[config.mk]
export PLATFORM = sky130hd
export DESIGN_NAME = bp_be_fdivsqrt_ctl
export DESIGN_NICKNAME = d
export VERILOG_FILES = /design/src/rtl/bp_be_fdivsqrt_ctl.sv
export SDC_FILE = /design/constraint.sdc
export NUM_CORES = 1
export LEC_CHECK = 0
export BUFFER_PORTS_ARGS = -buffer_cell sky130_fd_sc_hd__clkbuf_2
export CAP_MARGIN = 20
export CORE_ASPECT_RATIO = 1.75
export CORE_MARGIN = 5
export CORE_UTILIZATION = 30
export DETAILED_ROUTE_END_ITERATION = 16
export GPL_TIMING_DRIVEN = 1
export MAX_ROUTING_LAYER = met4
export PLACE_DENSITY_LB_ADDON = 0.25
export SKIP_CTS_REPAIR_TIMING = 1
export SLEW_MARGIN = 20
export SYNTH_ARGS = -nofsm -noshare
export SYNTH_HDL_FRONTEND = slang
export SYNTH_SLANG_ARGS = --single-unit
export TNS_END_PERCENT = 100
[constraint.sdc]
create_clock -name clk_i -period 1.7 [get_ports clk_i]
set_input_delay 0.085 -clock clk_i [delete_from_list [all_inputs] [get_ports clk_i]]
set_output_delay 0.085 -clock clk_i [all_outputs]
set_load 0.05 [all_outputs]
[src/rtl/bp_be_fdivsqrt_ctl.sv]
// bp_be_fdivsqrt_ctl: sequencer for the shared iterative recoded-FP divide/sqrt unit.
//  Accepts one FDIV/FSQRT request, issues it to the unit, waits for the result,
//  tags it and holds it for writeback; handles pipeline poison.
//  Ports: clk_i/reset_n_i (async active-low); v_i/ready_o request handshake with
//  op_i/tag_i/frm_i/rd_addr_i/a_i/b_i/poison_i; unit_* issue/result interface;
//  v_o/yumi_i result handshake with data_o/fflags_o/rd_addr_o; busy_o, lat_cnt_o status.
//  Optional feature macro BP_BE_FDIVSQRT_NAN_BYPASS_EN: NaN operands bypass the unit.
module bp_be_fdivsqrt_ctl #(
  parameter int dpath_width_p    = 66,
  parameter int rec_width_p      = 65,
  parameter int reg_addr_width_p = 5,
  parameter int lat_cnt_width_p  = 8
) (
  input  logic                        clk_i,
  input  logic                        reset_n_i,
  input  logic                        v_i,
  output logic                        ready_o,
  input  logic                        op_i,
  input  logic                        tag_i,
  input  logic [2:0]                  frm_i,
  input  logic [reg_addr_width_p-1:0] rd_addr_i,
  input  logic [dpath_width_p-1:0]    a_i,
  input  logic [dpath_width_p-1:0]    b_i,
  input  logic                        poison_i,
  output logic                        unit_v_o,
  input  logic                        unit_ready_i,
  output logic                        unit_op_o,
  output logic [2:0]                  unit_frm_o,
  output logic [rec_width_p-1:0]      unit_a_o,
  output logic [rec_width_p-1:0]      unit_b_o,
  input  logic                        unit_v_i,
  input  logic [rec_width_p-1:0]      unit_rec_i,
  input  logic [4:0]                  unit_fflags_i,
  output logic                        v_o,
  input  logic                        yumi_i,
  output logic [dpath_width_p-1:0]    data_o,
  output logic [4:0]                  fflags_o,
  output logic [reg_addr_width_p-1:0] rd_addr_o,
  output logic                        busy_o,
  output logic [lat_cnt_width_p-1:0]  lat_cnt_o
);
  typedef enum logic [1:0] {IDLE, ISSUE, WAIT, DONE} state_e;
  state_e                      state_q, state_d;
  logic                        poisoned_q, poisoned_d;
  logic [lat_cnt_width_p-1:0]  lat_q, lat_d;
  logic                        op_q, op_d, tag_q, tag_d;
  logic [2:0]                  frm_q, frm_d;
  logic [reg_addr_width_p-1:0] rd_addr_q, rd_addr_d;
  logic [rec_width_p-1:0]      a_q, a_d, b_q, b_d;
  logic [dpath_width_p-1:0]    data_q, data_d;
  logic [4:0]                  fflags_q, fflags_d;
  logic                        accept;
  // The tag bit of the operands travels separately on tag_i.
  logic                        unused_tag_bits;
  assign unused_tag_bits = a_i[dpath_width_p-1] ^ b_i[dpath_width_p-1];
`ifdef BP_BE_FDIVSQRT_NAN_BYPASS_EN
  localparam logic [dpath_width_p-1:0] dp_canonical_reg = 66'h0_e008000000000000;
  localparam logic [dpath_width_p-1:0] sp_canonical_reg = 66'h2_e008000000000000;
  logic a_nan, b_nan, nan_any, snan_any;
  // b is only an operand for divide; recoded NaN has exp[63:61]==3'b111, quiet bit is 51.
  assign a_nan    = a_i[63:61] == 3'b111;
  assign b_nan    = ~op_i & (b_i[63:61] == 3'b111);
  assign nan_any  = a_nan | b_nan;
  assign snan_any = (a_nan & ~a_i[51]) | (b_nan & ~b_i[51]);
`endif
  assign ready_o    = reset_n_i & (state_q == IDLE) & ~poison_i;
  assign accept     = v_i & ready_o;
  assign unit_v_o   = (state_q == ISSUE) & ~poison_i;
  assign v_o        = (state_q == DONE) & ~poison_i;
  assign busy_o     = state_q != IDLE;
  assign unit_op_o  = op_q;
  assign unit_frm_o = frm_q;
  assign unit_a_o   = a_q;
  assign unit_b_o   = b_q;
  assign data_o     = data_q;
  assign fflags_o   = fflags_q;
  assign rd_addr_o  = rd_addr_q;
  assign lat_cnt_o  = lat_q;
  always_comb begin
    state_d    = state_q;
    poisoned_d = poisoned_q;
    lat_d      = lat_q;
    op_d       = op_q;
    tag_d      = tag_q;
    frm_d      = frm_q;
    rd_addr_d  = rd_addr_q;
    a_d        = a_q;
    b_d        = b_q;
    data_d     = data_q;
    fflags_d   = fflags_q;
    unique case (state_q)
      IDLE: if (accept) begin
        op_d      = op_i;
        tag_d     = tag_i;
        frm_d     = frm_i;
        rd_addr_d = rd_addr_i;
        a_d       = a_i[rec_width_p-1:0];
        b_d       = b_i[rec_width_p-1:0];
        state_d   = ISSUE;
`ifdef BP_BE_FDIVSQRT_NAN_BYPASS_EN
        if (nan_any) begin
          state_d  = DONE;
          data_d   = tag_i ? sp_canonical_reg : dp_canonical_reg;
          fflags_d = {snan_any, 4'b0000};
          lat_d    = '0;
        end
`endif
      end
      ISSUE: begin
        lat_d   = '0;
        state_d = poison_i ? IDLE : unit_ready_i ? WAIT : ISSUE;
      end
      WAIT: begin
        lat_d      = &lat_q ? lat_q : lat_q + 1'b1;
        poisoned_d = poisoned_q | poison_i;
        // The unit cannot be aborted, so a poisoned op still waits for its result and drops it.
        if (unit_v_i) begin
          data_d     = {tag_q, unit_rec_i};
          fflags_d   = unit_fflags_i;
          state_d    = (poisoned_q | poison_i) ? IDLE : DONE;
          poisoned_d = 1'b0;
        end
      end
      DONE: state_d = (yumi_i | poison_i) ? IDLE : DONE;
      default: state_d = IDLE;
    endcase
  end
  always_ff @(posedge clk_i or negedge reset_n_i) begin
    if (!reset_n_i) begin
      state_q    <= IDLE;
      poisoned_q <= 1'b0;
      lat_q      <= '0;
      op_q       <= 1'b0;
      tag_q      <= 1'b0;
      frm_q      <= '0;
      rd_addr_q  <= '0;
      a_q        <= '0;
      b_q        <= '0;
      data_q     <= '0;
      fflags_q   <= '0;
    end else begin
      state_q    <= state_d;
      poisoned_q <= poisoned_d;
      lat_q      <= lat_d;
      op_q       <= op_d;
      tag_q      <= tag_d;
      frm_q      <= frm_d;
      rd_addr_q  <= rd_addr_d;
      a_q        <= a_d;
      b_q        <= b_d;
      data_q     <= data_d;
      fflags_q   <= fflags_d;
    end
  end
  // A result pulse outside WAIT is ignored by the FSM but flagged in simulation.
  unit_v_outside_wait: assert property (@(posedge clk_i) disable iff (!reset_n_i) unit_v_i |-> state_q == WAIT)
    else $warning("unit_v_i outside WAIT ignored");
endmodule
==> results by group <==
Die
  – Initial Util: 30.4%
  – Die height: 238 microns
  – Core Area: approximately 29000 sq um
  – Chip Width: roughly 140 microns
  – # rows: 83
  – I/O pin total: roughly 440
  – Full die area: 33400 sq um

Critical path
  – Critical path capture point type: output pin
  – Critical path cell sequence: buf_6 > clkinvlp_4 > nor3_4 > buf_6
  – R2r worst-path depth: 6
  – Reg-to-reg setup timing slack: 0.02 ns
  – CP top delay family: buffers and inverters
  – WS Path Type: reg2out
  – Highest net fanout along the worst path: 8
  – CP most frequent cell: buf_6
  – WP depth: 4
  – FF-to-FF End: unit_b_o[13]
  – CP required: roughly 1.6 ns
  – CP bufs+invs: 3
  – Worst path arrival time: 1.62 ns
  – Worst R2R Start: state_q[1]
  – Startpoint types: register
  – Worst path max stage delay: just over 0.4 ns
  – Slowest cell on crit path: dfrtp_1

Yosys
  – Largest family of logic cells by synthesized area: multiplexers
  – Post-synthesis sequential area ratio: 62.3%
  – Post-synthesis xor/xnor area fraction: 0%
  – Synth Warn #: 0
  – Synth top area share: around 62%
  – Synthesized cell area: approximately 9000 sq um
  – Post-synthesis sequential element count: roughly 220
  – Compound-Gate Fraction of Synth Area: a little over 2%
  – Syn_nets: approximately 750
  – Synth Area in Simple Gates: 2.33%
  – Mux contribution to synthesized area: 30.4%
  – Leading area contributor after synthesis: dfrtp_1
  – Top cells by area, synth: dfrtp_1, mux2_2, mux2_4
  – Post-synth cell types: 31
  – Synth Area in Adders: less than 1%
  – Syn_area_per_cell: between 15 and 20 sq um
  – Post-Synthesis Cells: 534

Pwr
  – Switching portion of total power: between 40% and 50%
  – Sw Pwr: 0.0159 W
  – PwrDens: 2140 nW/um^2
  – Reg power frac: roughly 29%
  – Combinational share of power: about 56%
  – Leak Pwr: approximately 7.7 nW
  – Internal power: about 0.016 W
  – Peak supply drop: around 1600 uV
  – Power share of the clock group: approximately 15%

Cells and area
  – # fillers: approximately 2500
  – # nets final: ~1500
  – Area growth from synthesis to layout: 67.4%
  – Layout cells sized above 1: just under 60%

Flow run
  – Total of max-cap violations: 0

Clock network
  – CTS Sinks: 222
  – Root Buffer: clkbuf_16
  – Skew-Pair Late Insertion Delay: 0.51 ns
  – CTS tree: built
  – Total CTS buffers: 22
  – H-tree levels: 1
  – CTS max path bufs: 3
  – Clock transition at path regs: roughly 0.06 ns

Placement
  – Final RePlAce weighted congestion: around 0.80
  – Port-buffer cells: 438
  – Post-DP HPWL: ~20000 microns

Timing
  – Setup TNS: -0.00912 ns
  – RSZ-0062 raised after global routing: yes
  – Final Setup Violations: 1
  – Final clock skew: between 0.01 and 0.015 ns
  – Worst Slack Setup Final: -0.00912 ns
  – Max_slew headroom: 47.1%
  – Fin crit period: between 1.5 and 2 ns
  – Hold_ws: ~0.082 ns
  – Fin crit share: 101%
  – Max-slew violations: 0
  – Slew @ Worst Pin: roughly 0.79 ns
  – Final hold viol count: 0
  – Peak Freq: around 600 MHz

Global routing
  – Number of global-route vias before repair: between 6000 and 7000
  – First-pass GRT wire length: ~39000 microns
  – Largest net degree at the start of global routing: 135
  – Overflow after GRT: 0
  – Tot GR Track Use: around 15%
  – Initial antenna violation count: 2

Detailed routing
  – Post-Route WL: roughly 29000 microns
  – Vias: ~7100
  – Routed Antenna Nets: 0
  – Drt pass-1 iters: 4
  – Initial DRC count: approximately 170
  – Vias per cell: roughly 4.3
  – Routed WL per cell: 17.6 microns
  – # DRC: 0

Worst hold path
  – WHS Path Cells: 4
  – Worst Hold Class: in2reg
  – Hold EP: state_q[0]
  – Hold Crit Start: poison_i

Status
  – Failing checks: negative setup slack
  – Status: finished with violations
[layout make-up]
class / count / area (sq um) / share of cell area [%]
Antenna cell: 3 / 7.51 / 0.0502
Clock buffer: 32 / 639 / 4.28
Clock inverter: 8 / 71.3 / 0.477
Inverter: 4 / 18.8 / 0.126
Multi-Input combinational cell: 283 / 3170 / 21.2
Sequential cell: 222 / 5560 / 37.2
Tap cell: 382 / 478 / 3.20
Timing Repair Buffer: 702 / 5000 / 33.5
[worst max-delay path by stage]
stage,startpoint,endpoint,slack [ns]
5_1_grt,state_q[0],unit_v_o,-0.11
2_1_floorplan,state_q[1],unit_a_o[0],-0.31
4_1_cts,state_q[0],unit_v_o,-0.31
6_report,state_q[0],unit_v_o,-0.009
3_3_place_gp,state_q[1],unit_a_o[45],0.01
3_5_place_dp,state_q[1],unit_b_o[16],-0.03
[routing by layer]
layer	GRT usage (%)	routed length, microns
met3	3.23	1830
met2	27.1	15800
met5	-	0
met1	16.7	10300
met4	6.02	852
[state kept, by name, indices dropped and copies added (netlist names)]
register    flops
tag_q           1
state_q         2
lat_cnt_o       8
unit_frm_o      3
data_o         66
poisoned_q      1
fflags_o        5
rd_addr_o       5
unit_a_o       65
unit_b_o       65
unit_op_o       1
[synth_stat cells]
cell type	instances
dfrtp_1	222
mux2_2	122
mux2_4	89
buf_6	17
nand2_1	16
o21ai_0	10
a21oi_1	9
nor2_1	8
buf_2	5
inv_1	4
nand3_1	4
nor3_1	3
a22o_1	2
and2_1	2
buf_4	2
clkbuf_1	2
o211ai_1	2
o32ai_1	2
a22oi_1	1
a311oi_1	1
and2b_1	1
ha_1	1
nand2_2	1
nand2b_1	1
nand4_1	1
nand4b_1	1
nand4bb_1	1
nor4b_4	1
o21a_1	1
o22ai_1	1
o311ai_0	1
[cell families after synthesis]
kind of cell	count (synthesis)
buf+inv	30
mux	211
simple gates	40
flops	222
fa+ha+maj	1
compound gates	30
[stage by stage]
| step | cell area (sq um) | total power, W | worst slack, ns | util, % | cells |
|---|---|---|---|---|---|
| 5_1_grt | 14900 | 0.0333 | -0.109 | 50.8 | 1635 |
| 3_3_place_gp | 11700 | 0.0263 | 0.0112 | 39.9 | 1357 |
| 4_1_cts | 12400 | 0.0315 | -0.314 | 42.3 | 1397 |
| 2_1_floorplan | 8940 | 0.0220 | -0.308 | - | 534 |
| 3_5_place_dp | 11700 | 0.0264 | -0.0339 | 39.9 | 1357 |
| 6_report | 14900 | 0.0319 | -0.00912 | 50.8 | 1636 |
[power by group through the flow]
stage	Sequential (W)	Clock, W	Combinational (W)
floorplan	0.0182	0	0.00383
global placement	0.00930	0	0.0170
detailed placement	0.00936	0	0.0171
CTS	0.00932	0.00506	0.0171
global route	0.00968	0.00525	0.0183
finish	0.00935	0.00487	0.0177
[cell usage in the layout, fill, tap and decap left out, types with 2 or more instances in the layout]
master         instances
a21oi_1                9
a22o_1                 2
and2_1                 2
buf_12                11
buf_4                 25
buf_6                 11
buf_8                  4
clkbuf_1               6
clkbuf_16             27
clkbuf_2             433
clkbuf_8               3
clkinv_2               5
clkinvlp_4             2
dfrtp_1              222
diode_2                3
dlygate4sd3_1        214
inv_1                  2
mux2_2               121
mux2_4                90
nand2_1               15
nand2_4                2
nand3_1                4
nor2_1                 7
o211ai_1               2
o21ai_0               10
o32ai_1                2
[worst min-delay path, cell delays in order]
cell and delay, ns:
clkbuf_2 0.13, buf_4 0.17, nand2b_1 0.11, a22oi_1 0.06
(Power assumes the default switching activity.)
